**config.mk**
```make
export PLATFORM = sky130hd
export DESIGN_NAME = core_sequencer_flat
export DESIGN_NICKNAME = d
export VERILOG_FILES = /design/src/rtl/core_sequencer_pkg.sv /design/src/rtl/core_sequencer_if.sv /design/src/rtl/core_sequencer_perf_counter.sv /design/src/rtl/core_sequencer.sv /design/src/flat_wrapper.sv
export SDC_FILE = /design/constraint.sdc
export NUM_CORES = 1
export LEC_CHECK = 0
export CAP_MARGIN = 20
export CORE_MARGIN = 2
export CORE_UTILIZATION = 30
export CTS_CLUSTER_SIZE = 10
export DETAILED_ROUTE_END_ITERATION = 8
export PLACE_DENSITY_LB_ADDON = 0.12
export SKIP_LAST_GASP = 1
export SLEW_MARGIN = 15
export SYNTH_ARGS = -nofsm -noshare
export SYNTH_HDL_FRONTEND = slang
export SYNTH_SLANG_ARGS = --single-unit
export TNS_END_PERCENT = 10
```
**constraint.sdc**
```tcl
create_clock -name clk -period 5 [get_ports clk]
set_clock_uncertainty 0.15 [all_clocks]
set_input_delay 0.5 -clock clk [delete_from_list [all_inputs] [get_ports clk]]
set_output_delay 0.5 -clock clk [all_outputs]
set_load 0.01 [all_outputs]
```
**src/rtl/core_sequencer_pkg.sv**
```systemverilog
// -----------------------------------------------------------------------------
// core_sequencer_pkg
//   Core definitions shared by the sequencer and the instruction decoder:
//   phase encodings, PC step, and the word-alignment helper used for
//   branch targets.
// -----------------------------------------------------------------------------
package core_sequencer_pkg;

  // Phase encodings. The decoder keys its behaviour off these values, so
  // they must not be renumbered.
  typedef enum logic [2:0] {
    ST_FETCH  = 3'd0,
    ST_DECODE = 3'd1,
    ST_EXEC   = 3'd2,
    ST_MEM    = 3'd3,
    ST_WRITE  = 3'd4
  } state_t;

  localparam logic [31:0] PC_STEP    = 32'd4;
  localparam logic [31:0] ALIGN_MASK = 32'hFFFF_FFFC;

  // Instructions are word aligned; the low two address bits are dropped.
  function automatic logic [31:0] align_word(input logic [31:0] addr);
    return addr & ALIGN_MASK;
  endfunction

endpackage

```
**src/rtl/core_sequencer_if.sv**
```systemverilog
// -----------------------------------------------------------------------------
// core_sequencer_if
//   Instruction-memory and data-memory handshake bundle.
//
//   Handshake rule (both channels): the sequencer raises *_req and holds it
//   until it samples *_ack=1 on a rising edge; a transfer happens exactly in
//   a cycle where req=1 and ack=1. An ack seen while req=0 means nothing.
//   imem_data is only meaningful in the imem transfer cycle.
//
//   Signals:
//     imem_req  - instruction fetch request      (master -> slave)
//     imem_ack  - fetch data valid               (slave  -> master)
//     imem_data - fetched instruction word       (slave  -> master)
//     dmem_req  - data memory request            (master -> slave)
//     dmem_ack  - data memory completion         (slave  -> master)
// -----------------------------------------------------------------------------
interface core_sequencer_if;
  logic        imem_req;
  logic        imem_ack;
  logic [31:0] imem_data;
  logic        dmem_req;
  logic        dmem_ack;

  modport master (
    output imem_req,
    output dmem_req,
    input  imem_ack,
    input  imem_data,
    input  dmem_ack
  );

  modport slave (
    input  imem_req,
    input  dmem_req,
    output imem_ack,
    output imem_data,
    output dmem_ack
  );
endinterface

```
**src/rtl/core_sequencer_perf_counter.sv**
```systemverilog
// -----------------------------------------------------------------------------
// perf_counter
//   Free-running 64-bit performance counters, both wrapping at 2^64.
//
//   Ports:
//     clk          - core clock
//     rstn         - asynchronous active-low reset, clears both counters
//     instr_retire - high for one cycle per retired instruction
//     cycle_cnt    - cycles elapsed since reset release
//     instret      - instructions retired since reset release
// -----------------------------------------------------------------------------
module perf_counter (
  input  logic        clk,
  input  logic        rstn,
  input  logic        instr_retire,
  output logic [63:0] cycle_cnt,
  output logic [63:0] instret
);

  always_ff @(posedge clk or negedge rstn) begin
    if (!rstn) begin
      cycle_cnt <= '0;
      instret   <= '0;
    end else begin
      cycle_cnt <= cycle_cnt + 64'd1;
      if (instr_retire) begin
        instret <= instret + 64'd1;
      end
    end
  end

endmodule

```
**src/rtl/core_sequencer.sv**
```systemverilog
// -----------------------------------------------------------------------------
// core_sequencer
//   Multi-cycle instruction sequencer: FETCH -> DECODE -> EXEC -> [MEM] ->
//   WRITE -> FETCH. Owns the PC, the latched instruction word and the
//   branch redirect captured in EXEC.
//
//   Parameters:
//     RESET_PC  - PC value loaded on reset
//
//   Ports:
//     clk, rstn  - core clock; asynchronous active-low reset
//     mem        - imem/dmem handshakes (core_sequencer_if.master)
//     state      - current phase (also the FSM debug view), to the decoder
//     pc         - address of the instruction in flight
//     instr_raw  - latched instruction, stable from DECODE through WRITE
//     mem_op     - instruction is a load/store, sampled in EXEC
//     wb_en      - instruction writes rd, sampled in WRITE
//     br_taken   - redirect request, sampled in EXEC
//     br_target  - redirect target, sampled in EXEC (low 2 bits dropped)
//     reg_we     - register-file write strobe
//     cycle_cnt  - cycle counter
//     instret    - retired-instruction counter
//
//   Build option:
//     CORE_PERF_CNT_EN - when defined, cycle_cnt/instret come from a
//                        perf_counter instance; otherwise both are tied to 0.
// -----------------------------------------------------------------------------
module core_sequencer
  import core_sequencer_pkg::*;
#(
  parameter logic [31:0] RESET_PC = 32'h0000_0000
) (
  input  logic                    clk,
  input  logic                    rstn,
  core_sequencer_if.master        mem,
  output logic [2:0]              state,
  output logic [31:0]             pc,
  output logic [31:0]             instr_raw,
  input  logic                    mem_op,
  input  logic                    wb_en,
  input  logic                    br_taken,
  input  logic [31:0]             br_target,
  output logic                    reg_we,
  output logic [63:0]             cycle_cnt,
  output logic [63:0]             instret
);

  state_t      state_q, state_d;
  logic [31:0] pc_q;
  logic [31:0] instr_q;
  logic        br_taken_q;
  logic [31:0] br_target_q;

  logic        instr_load;
  logic        br_load;
  logic        pc_load;
  logic [31:0] pc_next;
  logic        imem_req_c;
  logic        dmem_req_c;
  logic        reg_we_c;

  // State register and datapath latches.
  always_ff @(posedge clk or negedge rstn) begin
    if (!rstn) begin
      state_q     <= ST_FETCH;
      pc_q        <= RESET_PC;
      instr_q     <= '0;
      br_taken_q  <= 1'b0;
      br_target_q <= '0;
    end else begin
      state_q <= state_d;
      if (instr_load) begin
        instr_q <= mem.imem_data;
      end
      if (br_load) begin
        br_taken_q  <= br_taken;
        br_target_q <= align_word(br_target);
      end
      if (pc_load) begin
        pc_q <= pc_next;
      end
    end
  end

  // Sequential PC: natural 32-bit wrap takes 32'hFFFF_FFFC to 0.
  assign pc_next = br_taken_q ? br_target_q : (pc_q + PC_STEP);

  // Next-state and strobe logic.
  always_comb begin
    state_d    = state_q;
    instr_load = 1'b0;
    br_load    = 1'b0;
    pc_load    = 1'b0;
    imem_req_c = 1'b0;
    dmem_req_c = 1'b0;
    reg_we_c   = 1'b0;
    case (state_q)
      ST_FETCH: begin
        imem_req_c = 1'b1;
        if (mem.imem_ack) begin
          instr_load = 1'b1;
          state_d    = ST_DECODE;
        end
      end
      ST_DECODE: begin
        state_d = ST_EXEC;
      end
      ST_EXEC: begin
        br_load = 1'b1;
        state_d = mem_op ? ST_MEM : ST_WRITE;
      end
      ST_MEM: begin
        dmem_req_c = 1'b1;
        if (mem.dmem_ack) begin
          state_d = ST_WRITE;
        end
      end
      ST_WRITE: begin
        reg_we_c = wb_en;
        pc_load  = 1'b1;
        state_d  = ST_FETCH;
      end
      // Unreachable encodings 5-7 recover to FETCH with all strobes low.
      default: begin
        state_d = ST_FETCH;
      end
    endcase
  end

  // Strobes are qualified with rstn so they fall the instant reset asserts
  // and the first fetch request appears only once reset is released.
  assign mem.imem_req = imem_req_c & rstn;
  assign mem.dmem_req = dmem_req_c & rstn;
  assign reg_we       = reg_we_c & rstn;

  assign state     = state_q;
  assign pc        = pc_q;
  assign instr_raw = instr_q;

`ifdef CORE_PERF_CNT_EN
  perf_counter u_perf_counter (
    .clk          (clk),
    .rstn         (rstn),
    .instr_retire (state_q == ST_WRITE),
    .cycle_cnt    (cycle_cnt),
    .instret      (instret)
  );
`else
  assign cycle_cnt = 64'd0;
  assign instret   = 64'd0;
`endif

endmodule

```
**src/flat_wrapper.sv**
```systemverilog
// flat-port wrapper written by rule: the top's interface ports become plain ports
module core_sequencer_flat import core_sequencer_pkg::*;
#(
  parameter logic [31:0] RESET_PC = 32'h0000_0000
)
  (clk, rstn, state, pc, instr_raw, mem_op, wb_en, br_taken, br_target, reg_we, cycle_cnt, instret, mem_imem_req, mem_dmem_req, mem_imem_ack, mem_imem_data, mem_dmem_ack);
  core_sequencer_if mem_i ();
  input  logic clk;
  input  logic rstn;
  output logic [2:0] state;
  output logic [31:0] pc;
  output logic [31:0] instr_raw;
  input  logic mem_op;
  input  logic wb_en;
  input  logic br_taken;
  input  logic [31:0] br_target;
  output logic reg_we;
  output logic [63:0] cycle_cnt;
  output logic [63:0] instret;
  output wire logic [$bits(mem_i.imem_req)-1:0] mem_imem_req;
  output wire logic [$bits(mem_i.dmem_req)-1:0] mem_dmem_req;
  input wire logic [$bits(mem_i.imem_ack)-1:0] mem_imem_ack;
  input wire logic [$bits(mem_i.imem_data)-1:0] mem_imem_data;
  input wire logic [$bits(mem_i.dmem_ack)-1:0] mem_dmem_ack;
  assign mem_imem_req = mem_i.imem_req;
  assign mem_dmem_req = mem_i.dmem_req;
  assign mem_i.imem_ack = mem_imem_ack;
  assign mem_i.imem_data = mem_imem_data;
  assign mem_i.dmem_ack = mem_dmem_ack;
  core_sequencer #(.RESET_PC(RESET_PC)) u_core (.clk(clk), .rstn(rstn), .mem(mem_i), .state(state), .pc(pc), .instr_raw(instr_raw), .mem_op(mem_op), .wb_en(wb_en), .br_taken(br_taken), .br_target(br_target), .reg_we(reg_we), .cycle_cnt(cycle_cnt), .instret(instret));
endmodule
```
* Word level (Yosys, flattened, before mapping)
Index checks and enable logic that the tools add are counted.
** Storage, ports and cells
- Word-level logic and storage cells :: 29
- Output and inout port bits :: 198
- Flip-flop bits (word level) :: 98
- Input bits :: 71
** Cells by class
- Reductions and logical operators :: 2
- Add/subtract/negate cells :: 1
- Muxes and demuxes :: 12
- Bitwise logic cells :: 3
- Equality and inequality tests :: 6
** Operators with widths (number)
- adder 32 x 3 -> 32 bit (second input constant) :: 1
- two-way mux 32 bit :: 1
- one-hot mux 3 bit (4 select lines) :: 1
- two-way mux 3 bit :: 3
- two-way mux 1 bit :: 7
- equality test 3 x 2 -> 1 bit (second input constant) :: 2
- != test 2 bit (second input constant) :: 2
- AND 1 bit :: 3
- equality test 3 x 1 -> 1 bit (second input constant) :: 1
- equality test 3 bit (second input constant) :: 1
- zero test 3 bit :: 1
- AND reduction 2 bit :: 1

* Longest topological paths before layout
- Word-level depth :: 3
- Depth in mapped cells :: 7
- Depth with buffers taken out :: 6

* Least setup slack after synthesis
Ideal clock, no wire load.
- Path kind :: reg2out
- Start point :: register u_core.state_q[1], in the netlist u_core.state[1]
- End point :: output port reg_we
- Slack :: 2857 ps
- Arrival time :: 1493 ps
- Buffers on the path :: 2
- Cell stages (with the launch flop) :: 5
- Data required time :: 4350 ps
- Cells stage by stage :: dfrtp_1 clkbuf_1 nor3b_2 clkbuf_1 and3_1
** Between the ends
- Cells in the longest elaborated chain, start to end :: 3
** RTL lines
- from (decl) :: line core_sequencer.sv:48 : state_t state_q, state_d;
- from (signal assigned) :: line core_sequencer.sv:71 : state_q <= state_d;
- equality test 3 bit :: line core_sequencer.sv:97 : case (state_q)
- two-way mux 1 bit :: line core_sequencer.sv:97
- AND 1 bit :: line core_sequencer.sv:134 : assign reg_we = reg_we_c & rstn;
- to (decl) :: line flat_wrapper.sv:17 : output logic reg_we;
No other way between the ends.

* Final worst setup path
- Start point :: input port rstn
- End point :: output port mem_imem_req
** Between the ends
- Cells in the longest elaborated chain, start to end :: 1
** RTL lines
- from (decl) :: line flat_wrapper.sv:9 : input logic rstn;
- AND 1 bit :: line core_sequencer.sv:132 : assign mem.imem_req = imem_req_c & rstn;
- to (decl) :: line flat_wrapper.sv:20 : output wire logic [$bits(mem_i.imem_req)-1:0] mem_imem_req;
No other way between the ends.

==> results.md <==
* Critical path peak fanout at 40
* CP cell instances: dlygate4sd3_1, buf_4, nor4b_1, clkdlybuf4s50_1
* Leak pwr at 2.90 nW
* Rows at 49
* Reg area at 2400 um^2
* Most common cell in the netlist: buf_4
* Critical path type: primary input to output port
* Hold crit path type: flop to flop
* Worst Setup Start Kind: primary input
* First-pass GRT wire length at 21000 um
* # resized after CTS at 0
* Vias per cell at 4.44
* Cell count after synthesis at 520
* Vias in the first global route at 3819
* Worst Tran Pin Value at 0.774 ns
* Number of synthesized flops with an enable pin at 0
* Share of post-route cells with drive strength above 1 at 0.151
* Antenna violations before repair at 1
* Fin. max-slew vios at 0
* Initial core utilization at 0.304
* Finished layout cell area at 6880 um^2
* Die area at 19100 um^2
* Worst-path clk slew at 0.06 ns
* Max-cap violations at 0
* Pre-antenna DRT Iters at 4
* Gr ovfl total at 0
* Leading area contributor after synthesis: dfrtp_1
* Fmax at 330 MHz
* Req. time, crit path at 4.35 ns
* Routed length per instance at 14.7 um
* Syn_area_per_cell at 10.4 um^2
* Pin count of the biggest net entering global routing at 61
* Area occupied by multi-input gates at 2400 um^2
* Crit-path leading delay family: buffers and inverters
* GRT Overall Usage at 0.135
* Area after DPL at 6520 um^2
* DP Wirelength at 9250 um
* Tmin final at 3.03 ns
* Layout Nets at 722
* Initial DRC count at 186
* Routed WL at 13000 um
* Die height at 138 um
* Max incr delay on CP at 0.60 ns
* Largest cells by area after synthesis: dfrtp_1 44%, buf_4 18%, mux2_2 13%, a21oi_1 3.2%, o21ai_0 1.8%
* Placed cells at 867
* Yosys warnings at 0
* Total number of vias at 3923
* Fillers at 1759
* Synth top area share at 0.445
* Area Growth Syn to Fin at 27.4%
* RSZ-0062 raised after global routing: no
* Crit path DAT at 2.38 ns
* CTS Buf Count at 9
* Distinct cell type count after synthesis at 50
* Core ar. at 17800 um^2
* Number of port buffers at 136
* P per Cell Area at 592 nW/um^2
* Commonest cells in the netlist: 130 x buf_4, 96 x dfrtp_1, 62 x mux2_2, 34 x a21oi_1, 22 x nand2_1
* Final period utilization at 0.606
* Clk root buf: clkbuf_16
* Final ANT Viol Nets at 0
* CTS sink cnt at 96
* Clock latency on the worst-skew pair at 0.34 ns
* Post-synthesis cell area at 5400 um^2
* Layout Cells excl Fill at 884
* GPL Wtd Cong at 0.773
* Final setup TNS at 0 ns
* Sequential share of the synthesized area at 0.445
* WP buf/inv at 3
* CP max-delay cell: clkdlybuf4s50_1
* Width of the die at 138 um
* # setup viols final at 0
* Diode count at 0
* # H-tree levels at 3
* Clk buf depth at 2
* Hold violation total from the final report at 0
* TritonCTS clock tree: done
* Overall power at 4.07 mW
* Max-slew headroom at 0.484
* Yosys reg bits at 96
* Status: completed
* Primary FF master, synth: dfrtp_1
* CP endpoint kind: output port
* Setup Fix Bufs, Post-CTS at 0
* Maximum vdd drop at 0.267 mV
* Ports at 269
* Async S/R FF share, synth at 1.00
* Post-route DRC violation count at 0
-- logic make-up after synthesis --
logic type	count (synthesis)	share of synthesized area
simple gates	107	0.114
compound gates	91	0.103
fa+ha+maj	1	0.00232
flops	96	0.445
mux	63	0.131
buf+inv	161	0.204
other cells	1	0.000695
-- cells in the final DEF, fill, tap and decap left out, types with 3 or more instances in the layout --
cell type and n:
a2bb2oi_1 3, dfrtp_1 96, inv_1 8, nor3_1 9, nor2b_1 3, o21ai_0 19
a21oi_1 34, nand4_1 7, bufinv_16 3, and3_1 6, or2_2 3, nand3_1 15
mux2_2 62, a311oi_1 3, nand2_1 22, o22ai_1 9, clkdlybuf4s50_1 135, clkbuf_16 9
nor4_1 4, a211oi_1 3, nor4b_1 3, buf_4 7, conb_1 130, a22oi_1 3
nor2_1 20
-- power breakdown --
| group | total (mW) | leakage, nW | switching, mW | internal (mW) |
|---|---|---|---|---|
| registers | 1.51 | 1.14 | 0.352 | 1.16 |
| logic | 1.76 | 1.60 | 0.786 | 0.970 |
| clock network | 0.799 | 0.170 | 0.296 | 0.503 |
| total | 4.07 | 2.90 | 1.43 | 2.63 |
-- layout make-up --
class / instances / area share
flip-flops and latches: 96 / 0.349
repair buffers: 143 / 0.206
well taps: 229 / 0.0417
clock buffers: 11 / 0.0353
multi-input cells: 392 / 0.349
clock inverters: 5 / 0.0151
inverters: 8 / 0.00437
-- worst reg2reg max path, cell delays in order (launching register included) --
cell and delay (ns):
dfrtp_1 0.44, ha_1 0.22, nand3_1 0.23, or4_4 0.64, nor4_1 0.38, nor2b_1 0.20, nor3_1 0.05
-- path summary, 6_finish.rpt --
check | startpoint | to | slack, ns | cells after the start
max in group asynchronous | rstn | u_core.pc[27] | 3.03 | 3
min reg2reg | u_core.br_target_q[27] | u_core.br_target_q[27] | 0.36 | 1
max | rstn | mem_imem_req | 1.97 | 4
min in group asynchronous | rstn | u_core.instr_raw[14] | 0.51 | 2
min | u_core.br_target_q[27] | u_core.br_target_q[27] | 0.36 | 1
max reg2reg | u_core.pc[2] | u_core.pc[24] | 2.56 | 6
-- metrics by stage --
step	setup WS [ns]	utilization	hold WS, ns
3_3_place_gp	2.42	0.367	0.340
4_1_cts	1.93	0.387	0.355
6_report	1.97	0.387	0.356
2_1_floorplan	2.86	-	0.0544
5_1_grt	1.83	0.387	0.376
3_5_place_dp	2.41	0.367	0.341
-- flip-flops by register name (all words and copies together), names as in the netlist --
| register | count |
|---|---|
| u_core.br_target_q | 30 |
| u_core.br_taken_q | 1 |
| u_core.instr_raw | 32 |
| u_core.state | 3 |
| u_core.pc | 30 |
-- per-layer routing --
layer  part of all wire  track usage  up-vias
met2               0.46        0.215      198
met1               0.41        0.166     1887
li1                   -            -     1826
met5                  0            0        -
met3               0.11       0.0596       12
met4              0.014       0.0451        0
-- repair_timing --
action,in CTS,in global routing
setup endpoints to repair,0,0
hold buffers,1,0
endpoints found under the hold margin,36,0
Power figures use the tool's default switching activity.
